===== config.mk =====
export PLATFORM = sky130hd
export DESIGN_NAME = sys_cfg_regfile
export DESIGN_NICKNAME = d
export VERILOG_FILES = /design/src/rtl/sys_cfg_pkg.sv /design/src/rtl/sys_cfg_byte_reg.sv /design/src/rtl/sys_cfg_regfile.sv
export SDC_FILE = /design/constraint.sdc
export NUM_CORES = 1
export LEC_CHECK = 0
export ABC_AREA = 1
export ABC_CLOCK_PERIOD_IN_PS = 2000
export BUFFER_PORTS_ARGS = -buffer_cell sky130_fd_sc_hd__buf_4
export CAP_MARGIN = 40
export CORE_UTILIZATION = 35
export DETAILED_ROUTE_END_ITERATION = 16
export SYNTH_ARGS = -nofsm -noshare
export SYNTH_HDL_FRONTEND = slang
export SYNTH_SLANG_ARGS = --single-unit

===== constraint.sdc =====
create_clock -name clk -period 2 [get_ports clk]
set_clock_uncertainty 0.15 [all_clocks]
set_input_delay 0.1 -clock clk [delete_from_list [all_inputs] [get_ports clk]]
set_output_delay 0.1 -clock clk [all_outputs]
set_load 0.05 [all_outputs]

===== src/rtl/sys_cfg_pkg.sv =====
// ============================================================================
//  sys_cfg_pkg
//  Shared constants and index helpers for the system config register file.
//  Revision: 1.0
// ============================================================================
`default_nettype none

package sys_cfg_pkg;

  localparam int ERR_CNT_W       = 16;
  localparam int ILLEGAL_RD_DATA = 0;

  function automatic int clog2(input int value);
    int r;
    r = 0;
    for (int i = 0; i < 31; i++) begin
      if ((1 << i) < value) r = i + 1;
    end
    return r;
  endfunction

  function automatic int stat_base(input int num_ctrl);
    return num_ctrl;
  endfunction

  function automatic int err_idx(input int num_ctrl, input int num_stat);
    return num_ctrl + num_stat;
  endfunction

  function automatic int commit_idx(input int num_ctrl, input int num_stat);
    return num_ctrl + num_stat + 1;
  endfunction

endpackage

`default_nettype wire


===== src/rtl/sys_cfg_byte_reg.sv =====
// ============================================================================
//  sys_cfg_byte_reg
//  One data word with per-byte-lane write enables and a reset value.
//  Revision: 1.0
// ============================================================================
`default_nettype none

module sys_cfg_byte_reg #(
  parameter int                    DATA_WIDTH = 32,
  parameter int                    BYTE_NUM   = DATA_WIDTH / 8,
  parameter logic [DATA_WIDTH-1:0] RST_VAL    = '0
) (
  input  logic                  clk,
  input  logic                  rst,
  input  logic [BYTE_NUM-1:0]   i_we,
  input  logic [DATA_WIDTH-1:0] i_din,
  output logic [DATA_WIDTH-1:0] o_q
);

  logic [DATA_WIDTH-1:0] r_q;

  always_ff @(posedge clk) begin
    if (rst) begin
      r_q <= RST_VAL;
    end else begin
      for (int b = 0; b < BYTE_NUM; b++) begin
        if (i_we[b]) r_q[b*8 +: 8] <= i_din[b*8 +: 8];
      end
    end
  end

  assign o_q = r_q;

endmodule

`default_nettype wire


===== src/rtl/sys_cfg_regfile.sv =====
// ============================================================================
//  sys_cfg_regfile
//  BRAM-port config register file: RW control, RO status, error counter.
//  Optional shadow/commit staging when SYS_CFG_SHADOW_EN is defined.
//  Revision: 1.0
// ============================================================================
`default_nettype none

module sys_cfg_regfile
  import sys_cfg_pkg::*;
#(
  parameter int                             ADDR_WIDTH = 32,
  parameter int                             DATA_WIDTH = 32,
  parameter int                             BYTE_NUM   = DATA_WIDTH / 8,
  parameter logic [ADDR_WIDTH-1:0]          BASE_ADDR  = '0,
  parameter int                             NUM_CTRL   = 8,
  parameter int                             NUM_STAT   = 4,
  parameter logic [NUM_CTRL*DATA_WIDTH-1:0] CTRL_RST   = '0
) (
  input  logic                           clk,
  input  logic                           rst,
  input  logic                           bram_en,
  input  logic [BYTE_NUM-1:0]            bram_we,
  input  logic [ADDR_WIDTH-1:0]          bram_addr,
  input  logic [DATA_WIDTH-1:0]          bram_din,
  output logic [DATA_WIDTH-1:0]          bram_dout,
  output logic [NUM_CTRL*DATA_WIDTH-1:0] ctrl_regs,
  output logic [NUM_CTRL-1:0]            ctrl_wr_pulse,
  input  logic [NUM_STAT*DATA_WIDTH-1:0] stat_regs,
  output logic [ERR_CNT_W-1:0]           err_cnt
);

  localparam int                    c_lsb       = clog2(BYTE_NUM);
  localparam logic [ADDR_WIDTH-1:0] c_stat_base = ADDR_WIDTH'(stat_base(NUM_CTRL));
  localparam logic [ADDR_WIDTH-1:0] c_err_idx   = ADDR_WIDTH'(err_idx(NUM_CTRL, NUM_STAT));

  logic [ADDR_WIDTH:0]                  w_diff;
  logic [ADDR_WIDTH-1:0]                w_idx;
  logic                                 w_below, w_wr, w_rd;
  logic                                 w_in_ctrl, w_in_stat, w_in_err;
  logic                                 w_legal, w_illegal, w_clr;
  logic [NUM_CTRL-1:0][BYTE_NUM-1:0]    w_lane_we;
  logic [NUM_CTRL-1:0]                  w_ctrl_hit;
  logic [NUM_CTRL*DATA_WIDTH-1:0]       w_view;
  logic [DATA_WIDTH-1:0]                w_rd_data;
  logic [ERR_CNT_W-1:0]                 r_err_cnt;
  logic [DATA_WIDTH-1:0]                r_dout;
  logic [NUM_CTRL-1:0]                  r_pulse;

  // The extra MSB of the subtraction is the borrow: set when below BASE_ADDR.
  assign w_diff    = {1'b0, bram_addr} - {1'b0, BASE_ADDR};
  assign w_below   = w_diff[ADDR_WIDTH];
  assign w_idx     = w_diff[ADDR_WIDTH-1:0] >> c_lsb;
  assign w_wr      = bram_en && (bram_we != '0);
  assign w_rd      = bram_en && (bram_we == '0);
  assign w_in_ctrl = !w_below && (w_idx < c_stat_base);
  assign w_in_stat = !w_below && (w_idx >= c_stat_base) && (w_idx < c_err_idx);
  assign w_in_err  = !w_below && (w_idx == c_err_idx);
  assign w_clr     = w_wr && w_in_err;
  assign w_illegal = bram_en && !w_legal;

`ifdef SYS_CFG_SHADOW_EN
  localparam logic [ADDR_WIDTH-1:0] c_cmt_idx = ADDR_WIDTH'(commit_idx(NUM_CTRL, NUM_STAT));
  logic                w_in_cmt, w_commit;
  logic [NUM_CTRL-1:0] r_dirty;

  assign w_in_cmt = !w_below && (w_idx == c_cmt_idx);
  assign w_commit = w_wr && w_in_cmt && bram_din[0];
  assign w_legal  = w_in_ctrl || w_in_err || w_in_cmt || (w_in_stat && w_rd);

  always_ff @(posedge clk) begin
    if (rst) begin
      r_dirty <= '0;
      r_pulse <= '0;
    end else begin
      r_dirty <= w_commit ? '0 : (r_dirty | w_ctrl_hit);
      r_pulse <= w_commit ? r_dirty : '0;
    end
  end
`else
  assign w_legal = w_in_ctrl || w_in_err || (w_in_stat && w_rd);

  always_ff @(posedge clk) begin
    if (rst) r_pulse <= '0;
    else     r_pulse <= w_ctrl_hit;
  end
`endif

  always_comb begin
    for (int i = 0; i < NUM_CTRL; i++) begin
      w_lane_we[i]  = (w_wr && w_in_ctrl && (w_idx == ADDR_WIDTH'(i))) ? bram_we : '0;
      w_ctrl_hit[i] = |w_lane_we[i];
    end
  end

  generate
    for (genvar gi = 0; gi < NUM_CTRL; gi++) begin : g_ctrl
`ifdef SYS_CFG_SHADOW_EN
      logic [DATA_WIDTH-1:0] w_shadow;
      sys_cfg_byte_reg #(
        .DATA_WIDTH (DATA_WIDTH),
        .BYTE_NUM   (BYTE_NUM),
        .RST_VAL    (CTRL_RST[gi*DATA_WIDTH +: DATA_WIDTH])
      ) u_shadow (
        .clk   (clk),
        .rst   (rst),
        .i_we  (w_lane_we[gi]),
        .i_din (bram_din),
        .o_q   (w_shadow)
      );
      sys_cfg_byte_reg #(
        .DATA_WIDTH (DATA_WIDTH),
        .BYTE_NUM   (BYTE_NUM),
        .RST_VAL    (CTRL_RST[gi*DATA_WIDTH +: DATA_WIDTH])
      ) u_ctrl (
        .clk   (clk),
        .rst   (rst),
        .i_we  ({BYTE_NUM{w_commit}}),
        .i_din (w_shadow),
        .o_q   (ctrl_regs[gi*DATA_WIDTH +: DATA_WIDTH])
      );
      assign w_view[gi*DATA_WIDTH +: DATA_WIDTH] = w_shadow;
`else
      sys_cfg_byte_reg #(
        .DATA_WIDTH (DATA_WIDTH),
        .BYTE_NUM   (BYTE_NUM),
        .RST_VAL    (CTRL_RST[gi*DATA_WIDTH +: DATA_WIDTH])
      ) u_ctrl (
        .clk   (clk),
        .rst   (rst),
        .i_we  (w_lane_we[gi]),
        .i_din (bram_din),
        .o_q   (ctrl_regs[gi*DATA_WIDTH +: DATA_WIDTH])
      );
      assign w_view[gi*DATA_WIDTH +: DATA_WIDTH] = ctrl_regs[gi*DATA_WIDTH +: DATA_WIDTH];
`endif
    end
  endgenerate

  always_comb begin
    w_rd_data = DATA_WIDTH'(ILLEGAL_RD_DATA);
    for (int i = 0; i < NUM_CTRL; i++) begin
      if (w_in_ctrl && (w_idx == ADDR_WIDTH'(i))) w_rd_data = w_view[i*DATA_WIDTH +: DATA_WIDTH];
    end
    for (int j = 0; j < NUM_STAT; j++) begin
      if (w_in_stat && (w_idx == c_stat_base + ADDR_WIDTH'(j)))
        w_rd_data = stat_regs[j*DATA_WIDTH +: DATA_WIDTH];
    end
    if (w_in_err) w_rd_data = DATA_WIDTH'(r_err_cnt);
`ifdef SYS_CFG_SHADOW_EN
    if (w_in_cmt) w_rd_data = DATA_WIDTH'(r_dirty);
`endif
  end

  // A clearing write outranks any simultaneous increment.
  always_ff @(posedge clk) begin
    if (rst)                                  r_err_cnt <= '0;
    else if (w_clr)                           r_err_cnt <= '0;
    else if (w_illegal && (r_err_cnt != '1))  r_err_cnt <= r_err_cnt + 1'b1;
  end

  always_ff @(posedge clk) begin
    if (rst)       r_dout <= '0;
    else if (w_rd) r_dout <= w_illegal ? DATA_WIDTH'(ILLEGAL_RD_DATA) : w_rd_data;
  end

  assign bram_dout     = r_dout;
  assign ctrl_wr_pulse = r_pulse;
  assign err_cnt       = r_err_cnt;

endmodule

`default_nettype wire


Word-level counts from Yosys, hierarchy flattened
Index checks and enable logic that the tools add are counted.
- eq/ne operators: 13
- $add $sub $neg: 1
- muxes and demuxes: 22
- magnitude comparators: 3
- reductions and logical operators: 43
- operators with widths (cell ; number):
    2-to-1 mux 32 bit ; 14
    equality test 30 x 4 -> 1 bit (second input constant) ; 5
    equality test 30 x 3 -> 1 bit (second input constant) ; 4
    equality test 30 x 2 -> 1 bit (second input constant) ; 2
    < comparator 30 x 4 -> 1 bit (second input constant) ; 2
    logical NOT 32 bit ; 1
    2-to-1 mux 4 bit ; 8
    OR reduction 4 bit ; 8
    equality test 30 x 1 -> 1 bit (second input constant) ; 1
    greater-or-equal comparator 30 x 4 -> 1 bit (second input constant) ; 1
    logical AND 1 bit ; 28
    adder 16 x 1 -> 16 bit (second input constant) ; 1
    inequality test 16 bit (second input constant) ; 1
    logical NOT 4 bit ; 1
    nonzero test 4 bit ; 1
    logical OR 1 bit ; 2
    OR reduction 2 bit ; 1
    logical NOT 1 bit ; 1
- output and inout port bits: 312
- input port bits: 199
- register bits after elaboration: 312
- word-level logic and storage cells: 117

Longest topological paths before layout
- word-level depth: 16
- gate-level depth with buffers: 16
- depth with buffers taken out: 16

Modules after synthesis
From an unflattened synthesis, not the netlist that was laid out.
- cell total of the unflattened synthesis: 2937
- area, all modules: 17827.1 µm²
- modules (own cells, without submodules) (module ; area each (µm²) ; instances ; cells an instance ; seq. area each (µm²)):
    sys_cfg_byte_reg ; 1403.8 ; 8 ; 204 ; 640.6
    sys_cfg_regfile ; 6596.3 ; 1 ; 1305 ; 1121.1

Least setup slack after synthesis
No wires, ideal clock.
- path kind: register to register
- start: reg r_err_cnt[0], in the netlist err_cnt[0]
- end: reg r_err_cnt[7], in the netlist err_cnt[7]
- stages on the path, launching flop included: 12
- arrival: 2.267 ns
- setup time: 0.070 ns
- path slack: -0.487 ns
- clock period less this slack: 2.487 ns
- buffers on the path: 0
- required time: 1.780 ns
- cells stage by stage: dfxtp_1 ha_1 inv_1 nor4_2 nand2_1 nor3_1 a21oi_4 inv_4 nor2_4 nand2_1 o21ai_1 a21oi_1
- longest elaborated chain between the ends: 2
- elaborated cells on any way between the ends: 3
- those cells by class: add/sub (1); eq/ne (1); reduce/logical (1)
- ends and longest elaborated chain (element ; line ; source):
    start, declared ; sys_cfg_regfile.sv:46 ; logic [ERR_CNT_W-1:0] r_err_cnt;
    start signal, assigned ; sys_cfg_regfile.sv:159 ; else if (w_illegal && (r_err_cnt != '1)) r_err_cnt <= r_err_cnt + 1'b1;
    branches (longest 2 deep; another with adder 16 x 1 -> 16 bit) ; - ;
Several ways; the timed one is not identified.
A chain may end at the register's enable or synchronous reset.

Worst setup path after layout
- start: reg r_err_cnt[0], in the netlist err_cnt[0]
- end: reg r_err_cnt[4], in the netlist err_cnt[4]
Same word-level chain as after synthesis.

==> report_table.html <==
<table>
<tr><th>Metric</th><th>Value</th></tr>
<tr><th colspan="2">Outcome</th></tr>
<tr><td>Outcome</td><td>finished, violations left</td></tr>
<tr><td>Violations in the final reports</td><td>setup timing</td></tr>
<tr><th colspan="2">Clocking</th></tr>
<tr><td>Root buffer cell</td><td>sky130_fd_sc_hd__clkbuf_16</td></tr>
<tr><td>CTS tree</td><td>built</td></tr>
<tr><td>Clock transition time at the flip-flop clock pins of the worst setup and hold paths</td><td>60 ps</td></tr>
<tr><td>Number of buffers created by CTS</td><td>38</td></tr>
<tr><td>Clock Sink Count</td><td>about 310</td></tr>
<tr><td>Maximum buffer depth of the clock tree</td><td>3</td></tr>
<tr><td>H-tree Lvls</td><td>2</td></tr>
<tr><td>Clock latency reported for the late side of the worst-skew pair</td><td>560 ps</td></tr>
<tr><th colspan="2">Logic synthesis</th></tr>
<tr><td>Gate Count Post-Synth</td><td>2263</td></tr>
<tr><td>Number of library cell types mapped by synthesis</td><td>38</td></tr>
<tr><td>Number of nets produced by synthesis</td><td>2463</td></tr>
<tr><td>Syn. warnings</td><td>0</td></tr>
<tr><td>Post-Synthesis Mean Instance Area</td><td>about 6.7 µm²</td></tr>
<tr><td>Flip-flop and latch count after synthesis</td><td>~310</td></tr>
<tr><td>Cell Area, Synth</td><td>15100 µm²</td></tr>
<tr><td>Register area share after synthesis</td><td>41.5%</td></tr>
<tr><th colspan="2">Timing</th></tr>
<tr><td>Number of failing hold endpoints at the final stage</td><td>0</td></tr>
<tr><td>Relative max-transition margin</td><td>50.5%</td></tr>
<tr><td>Smallest setup slack after layout</td><td>-11.1 ps</td></tr>
<tr><td>Crit path time final</td><td>2010 ps</td></tr>
<tr><td>RSZ-0062 raised after global routing</td><td>true</td></tr>
<tr><td>Max-slew violation count</td><td>0</td></tr>
<tr><td>Transition time at the pin with the least slew margin</td><td>between 700 and 800 ps</td></tr>
<tr><td>Final setup violation count</td><td>2</td></tr>
<tr><td>Final worst path period share</td><td>101%</td></tr>
<tr><td>Maximum achievable frequency</td><td>497 MHz</td></tr>
<tr><th colspan="2">Die</th></tr>
<tr><td>Horizontal die dimension</td><td>209 µm</td></tr>
<tr><td>Initial standard-cell utilization of the core</td><td>35.7%</td></tr>
<tr><td>Die height</td><td>~210 µm</td></tr>
<tr><td>Row count</td><td>75</td></tr>
<tr><td>Number of top-level design ports</td><td>between 500 and 600</td></tr>
<tr><td>Overall die area</td><td>43900 µm²</td></tr>
<tr><td>Placeable Area</td><td>42200 µm²</td></tr>
<tr><th colspan="2">Pwr</th></tr>
<tr><td>Proportion of power drawn by combinational gates</td><td>approximately 7.7%</td></tr>
<tr><td>Clock network fraction of total power</td><td>49.8%</td></tr>
<tr><td>Total power density per cell area</td><td>602 nW/µm²</td></tr>
<tr><td>Worst vdd rail ir drop</td><td>about 0.48 mV</td></tr>
<tr><td>Switching Share</td><td>23.4%</td></tr>
<tr><td>Internal Power</td><td>11.2 mW</td></tr>
<tr><td>Proportion of power drawn by flip-flops and latches</td><td>between 40% and 50%</td></tr>
<tr><td>LEAKAGE</td><td>about 10 nW</td></tr>
<tr><td>Net Sw Power</td><td>3.42 mW</td></tr>
<tr><th colspan="2">Layout</th></tr>
<tr><td>Layout filler cell count</td><td>4004</td></tr>
<tr><td>Leading cell types in the layout, fill and taps excluded</td><td>681 x sky130_fd_sc_hd__buf_4, 409 x sky130_fd_sc_hd__nand2_1, 347 x sky130_fd_sc_hd__inv_1</td></tr>
<tr><td>Final Non-Filler Cells</td><td>3640</td></tr>
<tr><td>Final design area excluding fillers</td><td>between 20000 and 25000 µm²</td></tr>
<tr><td>Commonest non-fill, non-tap cell in the layout</td><td>sky130_fd_sc_hd__buf_4</td></tr>
<tr><td>Net count reported at finish</td><td>3274</td></tr>
<tr><td>Layout overhead on the synthesized area</td><td>61.2%</td></tr>
<tr><td>Fraction of final layout cells sized beyond drive strength 1</td><td>28.7%</td></tr>
<tr><th colspan="2">Worst setup path</th></tr>
<tr><td>Arrival time worst endpoint</td><td>~2300 ps</td></tr>
<tr><td>Number of buffer and inverter stages on the critical path</td><td>3</td></tr>
<tr><td>FF-to-FF setup slack</td><td>-10 ps</td></tr>
<tr><td>Worst-path cell with the longest stage delay</td><td>sky130_fd_sc_hd__dfxtp_4</td></tr>
<tr><td>Endpoint required time on the critical path</td><td>between 2000 and 2500 ps</td></tr>
<tr><td>Chain of cells forming the critical path</td><td>ha_4 -&gt; inv_2 -&gt; nor4_4 -&gt; buf_4 -&gt; nand2_4 -&gt; nor3_4 -&gt; a21oi_4 -&gt; buf_6 -&gt; nand3_2 -&gt; o21ai_1 -&gt; nor3b_2</td></tr>
<tr><td>Category of the worst setup path launch point</td><td>flop</td></tr>
<tr><td>Crit path max-delay family</td><td>simple AND/OR/NAND/NOR gates</td></tr>
<tr><td>Worst setup EP type</td><td>flop</td></tr>
<tr><td>Critical path fanouts, max</td><td>4</td></tr>
<tr><td>Startpoint-to-endpoint class of the critical path</td><td>flop to flop</td></tr>
<tr><td>Largest stage delay on the critical path</td><td>360 ps</td></tr>
<tr><th colspan="2">Placed design</th></tr>
<tr><td>Instance area after placement</td><td>21100 µm²</td></tr>
<tr><td>Routability congestion estimate</td><td>0.993</td></tr>
<tr><td>Post-DP HPWL</td><td>52400 µm</td></tr>
<tr><td>Cell count after placement</td><td>3401</td></tr>
<tr><td>Total of buffers placed on input and output ports</td><td>508</td></tr>
<tr><th colspan="2">GRT</th></tr>
<tr><td>Number of antenna violations at the first check in global routing</td><td>2</td></tr>
<tr><td>Total global-route track usage</td><td>30.5%</td></tr>
<tr><td>Global-route wire length before repair</td><td>103000 µm</td></tr>
<tr><td>Via count of the first global-routing pass</td><td>17656</td></tr>
<tr><td>Largest net degree at the start of global routing</td><td>68</td></tr>
<tr><td>Total overflow reported by the global router</td><td>0</td></tr>
<tr><th colspan="2">Route</th></tr>
<tr><td>Highest metal layer with signal wires</td><td>met4</td></tr>
<tr><td>Number of design-rule violations left by the first detailed-router iteration</td><td>between 1000 and 1500</td></tr>
<tr><td>Routed met3 length</td><td>5340 µm</td></tr>
<tr><td>Number of nets with antenna violations after detailed routing</td><td>0</td></tr>
<tr><td>Via count</td><td>18148</td></tr>
<tr><td>Drt via density</td><td>between 4 and 5</td></tr>
<tr><td>Final WL</td><td>roughly 69000 µm</td></tr>
<tr><td>Iteration count of the initial detailed-routing pass</td><td>6</td></tr>
<tr><td>Total met2 wirelength after detailed routing</td><td>34200 µm</td></tr>
<tr><td>Remaining design rule violation count</td><td>0</td></tr>
<tr><td>Met1 routed wirelength after detailed routing</td><td>roughly 27000 µm</td></tr>
<tr><td>Post-DR wirelength/cell</td><td>19.0 µm</td></tr>
<tr><th colspan="2">Min path</th></tr>
<tr><td>Hold Crit Class</td><td>input port to flop</td></tr>
<tr><th colspan="2">Run</th></tr>
<tr><td>Reported max-cap violation count</td><td>0</td></tr>
</table>
==> metal layers <==
metal | track usage [%] | vias up
met4 | 11.7 | 0
met5 | 0 | -
met2 | 54.6 | 705
li1 | - | 8925
met1 | 35.2 | 8373
met3 | 6.73 | 145
==> state kept, by name, indices dropped and copies added, names as in the netlist <==
name / count
g_ctrl.u_ctrl.o_q: 256
bram_dout: 32
err_cnt: 16
ctrl_wr_pulse: 8
==> power by group through the flow <==
stage	registers, mW	logic, mW	clock network (mW)
6_report	6.22	1.12	7.29
5_1_grt	6.21	1.19	7.66
4_1_cts	6.22	1.09	7.41
3_5_place_dp	6.35	0.822	0
3_3_place_gp	6.35	0.817	0
2_1_floorplan	6.37	0.245	0
==> worst reg2reg max path, cell delays in order (launching register included) <==
cell and delay [ps]:
sky130_fd_sc_hd__dfxtp_4 360, sky130_fd_sc_hd__ha_4 140, sky130_fd_sc_hd__inv_2 50, sky130_fd_sc_hd__nor4_4 170, sky130_fd_sc_hd__buf_4 180, sky130_fd_sc_hd__nand2_4 60
sky130_fd_sc_hd__nor3_4 240, sky130_fd_sc_hd__a21oi_4 130, sky130_fd_sc_hd__buf_6 160, sky130_fd_sc_hd__nand3_2 70, sky130_fd_sc_hd__o21ai_1 60, sky130_fd_sc_hd__nor3b_2 140
==> worst paths after layout <==
path,endpoint,from,cells after the start
worst max-delay path,err_cnt[4],err_cnt[0],11
worst min-delay path,bram_dout[8],stat_regs[8],7
worst max register to register,err_cnt[4],err_cnt[0],11
worst min register to register,g_ctrl[6].u_ctrl.o_q[8],g_ctrl[6].u_ctrl.o_q[8],2
==> cell type report <==
class / count / area [µm²] / area share (%)
timing repair buffer: 890 / 7560 / 31.1
multi-input combinational: 1464 / 7080 / 29.1
sequential: 312 / 6270 / 25.8
inverter: 368 / 1410 / 5.78
clock buffer: 51 / 1060 / 4.37
tap: 539 / 674 / 2.78
clock inverter: 15 / 239 / 0.984
antenna: 1 / 2.50 / 0.0103
==> cells by family (layout without fill, tap and decap cells) <==
kind of cell / count (synthesis) / after routing / synth area share [%]
flops: 312 / 312 / 41.5
xor+xnor: 4 / 4 / 0.232
simple gates: 831 / 831 / 24.2
other cells: 0 / 1 / 0
buf+inv: 487 / 1324 / 12.7
compound gates: 628 / 628 / 21.4
fa+ha+maj: 1 / 1 / 0.0830
==> synth_stat cells (all sizes together) <==
cell	instances	share of area (%)
dfxtp	312	41
or2	2	0.083
and3b	1	0.058
inv	367	9.2
a211oi	1	0.050
ha	1	0.083
nand4	57	2.4
nor3b	2	0.13
clkinv	1	0.025
nor2	190	5.2
a21oi	316	11
buf	48	1.7
o211ai	7	0.35
nand2	434	11
nor3	41	1.4
clkbuf	71	1.8
o21bai	2	0.10
nand3	94	3.2
nor4	10	0.66
xor2	4	0.23
o21ai	302	10
==> repair_timing <==
item / 4_1_cts / 5_1_grt
setup buffers: 1 / 4
resized for setup: 9 / 45
pin swaps: 1 / 6
endpoints found under the hold margin: 293 / 0
endpoints found under the setup margin: 16 / 235
cloned: 0 / 1
hold buffers: 166 / 0
==> stage by stage <==
stage | hold slack [ps] | utilization, % | setup TNS [ps] | power, mW | setup slack, ps
floorplan | 114 | - | 0 | 6.61 | 7.46
global placement | 291 | 49.9 | -72560 | 7.17 | -590
detailed placement | 300 | 49.9 | -80670 | 7.17 | -603
CTS | 8.91 | 57.1 | 0 | 14.7 | 1.04
global route | 60.4 | 57.5 | -1550 | 15.1 | -128
finish | 30.6 | 57.5 | -16.2 | 14.6 | -11.1
Note: power is estimated with default switching activity, not from simulation.
